File: config.mk
export PLATFORM = sky130hd
export DESIGN_NAME = bandai_unlock_host
export DESIGN_NICKNAME = d
export VERILOG_FILES = /design/src/rtl/bandai_unlock_host.sv
export SDC_FILE = /design/constraint.sdc
export NUM_CORES = 1
export LEC_CHECK = 0
export BUFFER_PORTS_ARGS = -buffer_cell sky130_fd_sc_hd__buf_4
export CAP_MARGIN = 10
export CORE_UTILIZATION = 59
export DETAILED_ROUTE_END_ITERATION = 7
export MAX_ROUTING_LAYER = met4
export PLACE_DENSITY = 0.91
export RECOVER_POWER = 100
export SKIP_CTS_REPAIR_TIMING = 1
export SYNTH_ARGS = -nofsm -noshare
export SYNTH_HDL_FRONTEND = slang
export SYNTH_SLANG_ARGS = --single-unit
File: constraint.sdc
create_clock -name CLK -period 4.3 [get_ports CLK]
set_input_delay 1.29 -clock CLK [delete_from_list [all_inputs] [get_ports CLK]]
set_output_delay 1.29 -clock CLK [all_outputs]
set_load 0.1 [all_outputs]
File: src/rtl/bandai_unlock_host.sv
// bandai_unlock_host: console-side unlock handshake for the cartridge mapper.
// Pulses CART_RSTn, drives the 5Ah/A5h unlock addresses, captures the
// mapper's serial frame on SI and raises CTRL1_B7 when the payload matches.
// Optional build macro: HANDSHAKE_RETRY_EN (retries a failed handshake with
// a fresh cartridge reset, up to RETRIES extra attempts).
module bandai_unlock_host #(
  parameter int          RST_CYCLES  = 4,
  parameter int          HUNT_MAX    = 8,
  parameter logic [15:0] EXPECT_WORD = 16'h28A0,
  parameter logic [7:0]  IDLE_ADDR   = 8'h00,
  parameter int          RETRIES     = 2
) (
  input  logic        CLK,
  input  logic        RST,
  input  logic        START,
  input  logic        SI,
  output logic        CART_RSTn,
  output logic [7:0]  ADDR,
  output logic        ADDR_OE,
  output logic        BUSY,
  output logic        DONE,
  output logic [1:0]  ERR,
  output logic [15:0] WORD,
  output logic        CTRL1_B7
);

  localparam int RW = (RST_CYCLES < 2) ? 1 : $clog2(RST_CYCLES + 1);
  localparam int HW = (HUNT_MAX < 2) ? 1 : $clog2(HUNT_MAX + 1);

  localparam logic [7:0] ACK_ADDR = 8'h5A;
  localparam logic [7:0] NAK_ADDR = 8'hA5;

  // Reject configurations that cannot produce a valid unlock sequence.
  if (RST_CYCLES < 1 || HUNT_MAX < 1 || RETRIES < 0 ||
      IDLE_ADDR == 8'h5A || IDLE_ADDR == 8'hA5) begin : g_cfg_check
    $error("bandai_unlock_host: illegal parameter set");
  end

  typedef enum logic [3:0] {
    S_IDLE, S_RESET, S_SETTLE, S_ACK, S_NAK, S_HUNT, S_DATA, S_STOP, S_DONE
  } state_t;

  state_t          state, nxt;
  logic [RW-1:0]   rst_cnt;
  logic [HW-1:0]   hunt_cnt;
  logic [3:0]      bit_cnt;
  logic [15:0]     work;
  logic            start_acc;
  logic            fail;
  logic [1:0]      fail_code;
  logic            pass;

`ifdef HANDSHAKE_RETRY_EN
  localparam int AW = (RETRIES < 2) ? 1 : $clog2(RETRIES + 1);
  logic [AW-1:0]   attempts;
  logic            retry;
`endif

  // Next-state decode: sequencing, HUNT timeout and STOP-bit verdict.
  always_comb begin
    nxt       = state;
    start_acc = 1'b0;
    fail      = 1'b0;
    fail_code = 2'd0;
    pass      = 1'b0;
`ifdef HANDSHAKE_RETRY_EN
    retry     = 1'b0;
`endif
    case (state)
      S_IDLE:   if (START) begin nxt = S_RESET; start_acc = 1'b1; end
      S_RESET:  if (rst_cnt == RW'(RST_CYCLES - 1)) nxt = S_SETTLE;
      S_SETTLE: nxt = S_ACK;
      S_ACK:    nxt = S_NAK;
      S_NAK:    nxt = S_HUNT;
      S_HUNT: begin
        if (!SI) begin
          nxt = S_DATA;
        end else if (hunt_cnt == HW'(HUNT_MAX - 1)) begin
          fail      = 1'b1;
          fail_code = 2'd1;
        end
      end
      S_DATA:   if (bit_cnt == 4'd15) nxt = S_STOP;
      S_STOP: begin
        if (SI) begin
          fail      = 1'b1;
          fail_code = 2'd2;
        end else if (work != EXPECT_WORD) begin
          fail      = 1'b1;
          fail_code = 2'd3;
        end else begin
          pass = 1'b1;
          nxt  = S_DONE;
        end
      end
      S_DONE:   nxt = S_IDLE;
      default:  nxt = S_IDLE;
    endcase
    if (fail) begin
      nxt = S_DONE;
`ifdef HANDSHAKE_RETRY_EN
      if (attempts < AW'(RETRIES)) begin
        nxt   = S_RESET;
        retry = 1'b1;
      end
`endif
    end
  end

  // State register.
  always_ff @(posedge CLK) begin
    if (RST) state <= S_IDLE;
    else     state <= nxt;
  end

  // Registered outputs and saturating counters, all derived from the next state.
  always_ff @(posedge CLK) begin
    if (RST) begin
      CART_RSTn <= 1'b0;
      ADDR      <= IDLE_ADDR;
      ADDR_OE   <= 1'b0;
      BUSY      <= 1'b0;
      DONE      <= 1'b0;
      ERR       <= 2'd0;
      WORD      <= 16'h0000;
      CTRL1_B7  <= 1'b0;
      rst_cnt   <= '0;
      hunt_cnt  <= '0;
      bit_cnt   <= 4'd0;
    end else begin
      if (nxt == S_RESET)       CART_RSTn <= 1'b0;
      else if (nxt == S_SETTLE) CART_RSTn <= 1'b1;

      ADDR    <= (nxt == S_ACK) ? ACK_ADDR : (nxt == S_NAK) ? NAK_ADDR : IDLE_ADDR;
      ADDR_OE <= (nxt == S_SETTLE) || (nxt == S_ACK) || (nxt == S_NAK) ||
                 (nxt == S_HUNT) || (nxt == S_DATA) || (nxt == S_STOP);
      BUSY    <= (nxt == S_RESET) || (nxt == S_SETTLE) || (nxt == S_ACK) ||
                 (nxt == S_NAK) || (nxt == S_HUNT) || (nxt == S_DATA) || (nxt == S_STOP);
      DONE    <= (nxt == S_DONE);

      if (start_acc) begin
        ERR      <= 2'd0;
        CTRL1_B7 <= 1'b0;
      end
      if (fail) ERR <= fail_code;
      if (pass) begin
        ERR      <= 2'd0;
        CTRL1_B7 <= 1'b1;
      end
      if (state == S_STOP) WORD <= work;

      rst_cnt <= (state == S_RESET && nxt == S_RESET) ? rst_cnt + RW'(1) : '0;

      if (state != S_HUNT)                 hunt_cnt <= '0;
      else if (hunt_cnt != HW'(HUNT_MAX))  hunt_cnt <= hunt_cnt + HW'(1);

      if (state != S_DATA)                 bit_cnt <= 4'd0;
      else if (bit_cnt != 4'd15)           bit_cnt <= bit_cnt + 4'd1;
    end
  end

  // Frame shift register: LSB arrives first, so shift in from the top.
  always_ff @(posedge CLK) begin
    if (state == S_DATA) work <= {SI, work[15:1]};
  end

`ifdef HANDSHAKE_RETRY_EN
  // Attempt counter for the retry path; cleared on every accepted START.
  always_ff @(posedge CLK) begin
    if (RST)            attempts <= '0;
    else if (start_acc) attempts <= '0;
    else if (retry)     attempts <= attempts + AW'(1);
  end
`endif

endmodule
==> flow_metrics.tcl <==
set metrics [dict create \
    seq_area_frac_synth_pct 58.0 \
    dp_hpwl_mm 2.69 \
    peakVddDrop_mv 0.206 \
    clock_tree_from_tritoncts "yes" \
    ys.warnings.count 0 \
    final_antenna_net_count 0 \
    die_width_microns 63.2 \
    cp_max_fo 4 \
    grt.overflow.total 0 \
    finalInstanceArea_sq_mm 0.00238 \
    final_period_minus_worst_setup_slack_ps 2870 \
    area_delta_synth_final_pct 7.87 \
    setup-tns-final_ps 0 \
    synthesis.nets 238 \
    initial_core_util_pct 63.7 \
    total_power_uw 851 \
    cts_num_sinks 56 \
    cts-root-to-sink-buffers 2 \
    main_combinational_cell_family_by_area_after_synthesis "simple AND/OR/NAND/NOR gates" \
    synth_top_flop_cell "sky130_fd_sc_hd__dfxtp_1" \
    cts.htree.levels 2 \
    layout_worst_path_cycle_share_pct 66.8 \
    rrSetupSlack_ps 2100 \
    netlist-cell-type-count 40 \
    worst_ep_arrival_time_ps 1580 \
    power_density_mw_per_mm2 357 \
    fin_worst_skew_ps 8.17 \
    synth_xor_xnor_area_share_pct 1.19 \
    path_cells "clkbuf_1" \
    root_buffer "sky130_fd_sc_hd__clkbuf_8" \
    num_antenna_cells 0 \
    post_synth_and_or_nand_nor_area_fraction_pct 21.9 \
    cp-end-kind "output pin" \
    vias 1653 \
    final_net_count 263 \
    rsz0062_at_grt "no" \
    setup.worst_path.class "reg -> out" \
    die_height_microns 63.2 \
    grt_pass1_wl_mm 6.66 \
    io_pins 35 \
    max_clock_freq_ghz 0.348 \
    total_of_flip_flops_plus_latches_after_synthesis 56 \
    timing.critical_path.max_delay_family "buffers and inverters" \
    groute.usage.overall_pct 22.6 \
    ys_async_sr_fraction_pct 0 \
    synth_compound_gate_area_share_pct 9.68 \
    setup_ws_ps 1430 \
    synth-adder-area-share_pct 2.83 \
    relSlewSlack_pct 18.4 \
    drc 0 \
    floorplan.die_area_sq_mm 0.00399 \
    first_global_vias 1462 \
    netlist_instances 229 \
    final-setup-viol-count 0 \
    slew_violations 0 \
    clk_latency_ps 310 \
    floorplan.core_area_sq_mm 0.00347 \
    report.final.hold_viol_count 0 \
    maximum_number_of_pins_on_one_net_before_global_route_repair 29 \
    synth.area.mux_share_pct 0.963 \
    maxCapViolations 0 \
    worst_path_largest_cell_delay_ps 880 \
    crit_path_start_kind "flop" \
    share_of_cells_above_drive_strength_1_pct 4.31 \
    synth_edf_count 16 \
    critical_path_required_ps 3010 \
    antenna_found_initial 0 \
    min-delay-path-class "reg -> reg" \
    netlist_area_sq_mm 0.00221 \
    dr.pass1.iters 4 \
    syn-mean-instance-area_sq_um 9.65 \
    pre_cts_ws_ps 1730 \
    number_of_placement_rows 21 \
    cts_inserted_buffers 5 \
    dpl_cell_area_sq_mm 0.00243 \
    static-leakage-power_nw 0.802 \
    totalWireLength_mm 3.94 \
    timing.critical_path.slowest_stage_cell "sky130_fd_sc_hd__clkbuf_1" \
    gp_congestion 0.837 \
    cts.clk_slew.worst_paths_ps 100 \
    cp_num_buf_inv 1 \
    io_buffer_count 34 \
    detail_route.iter0.violations 128 \
    number_of_filler_cells_placed_in_the_layout 295 \
    vias_per_cell 5.49 \
    worstMarginPinSlew_ps 1220 \
    wire_per_inst_microns 13.1 \
    run_status "complete, no violations" \
]
-- sequential cells by signal (all words and copies together) (netlist names) --
signal,flops
state,4
CART_RSTn,1
WORD,16
work,16
DONE,1
BUSY,1
hunt_cnt,4
ERR,2
rst_cnt,3
CTRL1_B7,1
ADDR,2
bit_cnt,4
ADDR_OE,1
-- through the flow --
step	std cells	hold WS, ps	utilization (%)
after floorplan	229	399	-
after global placement	293	411	70.0
after detailed placement	293	415	70.0
after CTS	301	429	72.5
after global routing	301	448	68.7
final	301	429	68.7
-- where the power goes --
part           internal (mW)  leakage, nW  switching, mW
Combinational        0.00646        0.290         0.0177
Clock                  0.114       0.0460          0.167
Sequential             0.541        0.466        0.00359
-- worst paths after layout --
kind         startpoint         end  cells past startpoint
min          rst_cnt[0]  rst_cnt[0]                      1
max reg2reg    state[0]      ERR[1]                      4
min reg2reg  rst_cnt[0]  rst_cnt[0]                      1
max             ADDR[5]     ADDR[2]                      1
-- final cells by class --
type,instances,area [sq um],area share (%)
flip-flops and latches,56,1280,53.8
multi-input cells,150,801,33.6
repair buffers,34,131,5.51
clock buffers,5,68.8,2.89
well taps,46,57.6,2.41
inverters,7,26.3,1.10
clock inverters,3,17.5,0.735
-- cell families after synthesis --
logic type | Yosys count
buf+inv | 23
fa+ha+maj | 5
compound gates | 38
flops | 56
xor+xnor | 3
simple gates | 102
mux | 2
-- cell usage in the layout, fill, tap and decap left out, types with 2 or more instances in the layout --
cell type,instances
sky130_fd_sc_hd__nand2_1,43
sky130_fd_sc_hd__dfxtp_1,40
sky130_fd_sc_hd__clkbuf_1,33
sky130_fd_sc_hd__nor2_1,26
sky130_fd_sc_hd__a21oi_1,22
sky130_fd_sc_hd__edfxtp_1,16
sky130_fd_sc_hd__inv_1,7
sky130_fd_sc_hd__o21ai_0,7
sky130_fd_sc_hd__nor2b_1,5
sky130_fd_sc_hd__nand3_1,5
sky130_fd_sc_hd__ha_1,5
sky130_fd_sc_hd__clkbuf_8,5
sky130_fd_sc_hd__nor3_1,4
sky130_fd_sc_hd__nor3b_1,3
sky130_fd_sc_hd__nand2b_1,2
sky130_fd_sc_hd__a31oi_1,2
sky130_fd_sc_hd__nor4b_1,2
sky130_fd_sc_hd__nor4_1,2
sky130_fd_sc_hd__nand4_1,2
sky130_fd_sc_hd__xnor2_1,2
-- Yosys cell counts, drive strengths merged, types with 2 or more instances --
cell	number	area [sq um]
nand3	5	25.0
nor3b	3	22.5
nand4	2	12.5
buf	10	71.3
a21oi	22	110
nor4	2	12.5
nor3	4	20.0
nand2	43	161
edfxtp	16	480
xnor2	2	17.5
inv	7	26.3
ha	5	62.6
clkbuf	6	22.5
o21ai	7	35.0
dfxtp	40	801
nor2	26	97.6
a31oi	2	12.5
nor4b	2	17.5
or2	2	12.5
nand2b	3	26.3
nor2b	5	31.3
-- metal layers --
| metal | share of wire (%) | track usage (%) |
|---|---|---|
| met1 | 46 | 28.4 |
| met2 | 46 | 33.5 |
| met3 | 6.3 | 6.70 |
| met4 | 1.6 | 10.5 |
| met5 | 0 | - |
Note: power is estimated with default switching activity, not from simulation.
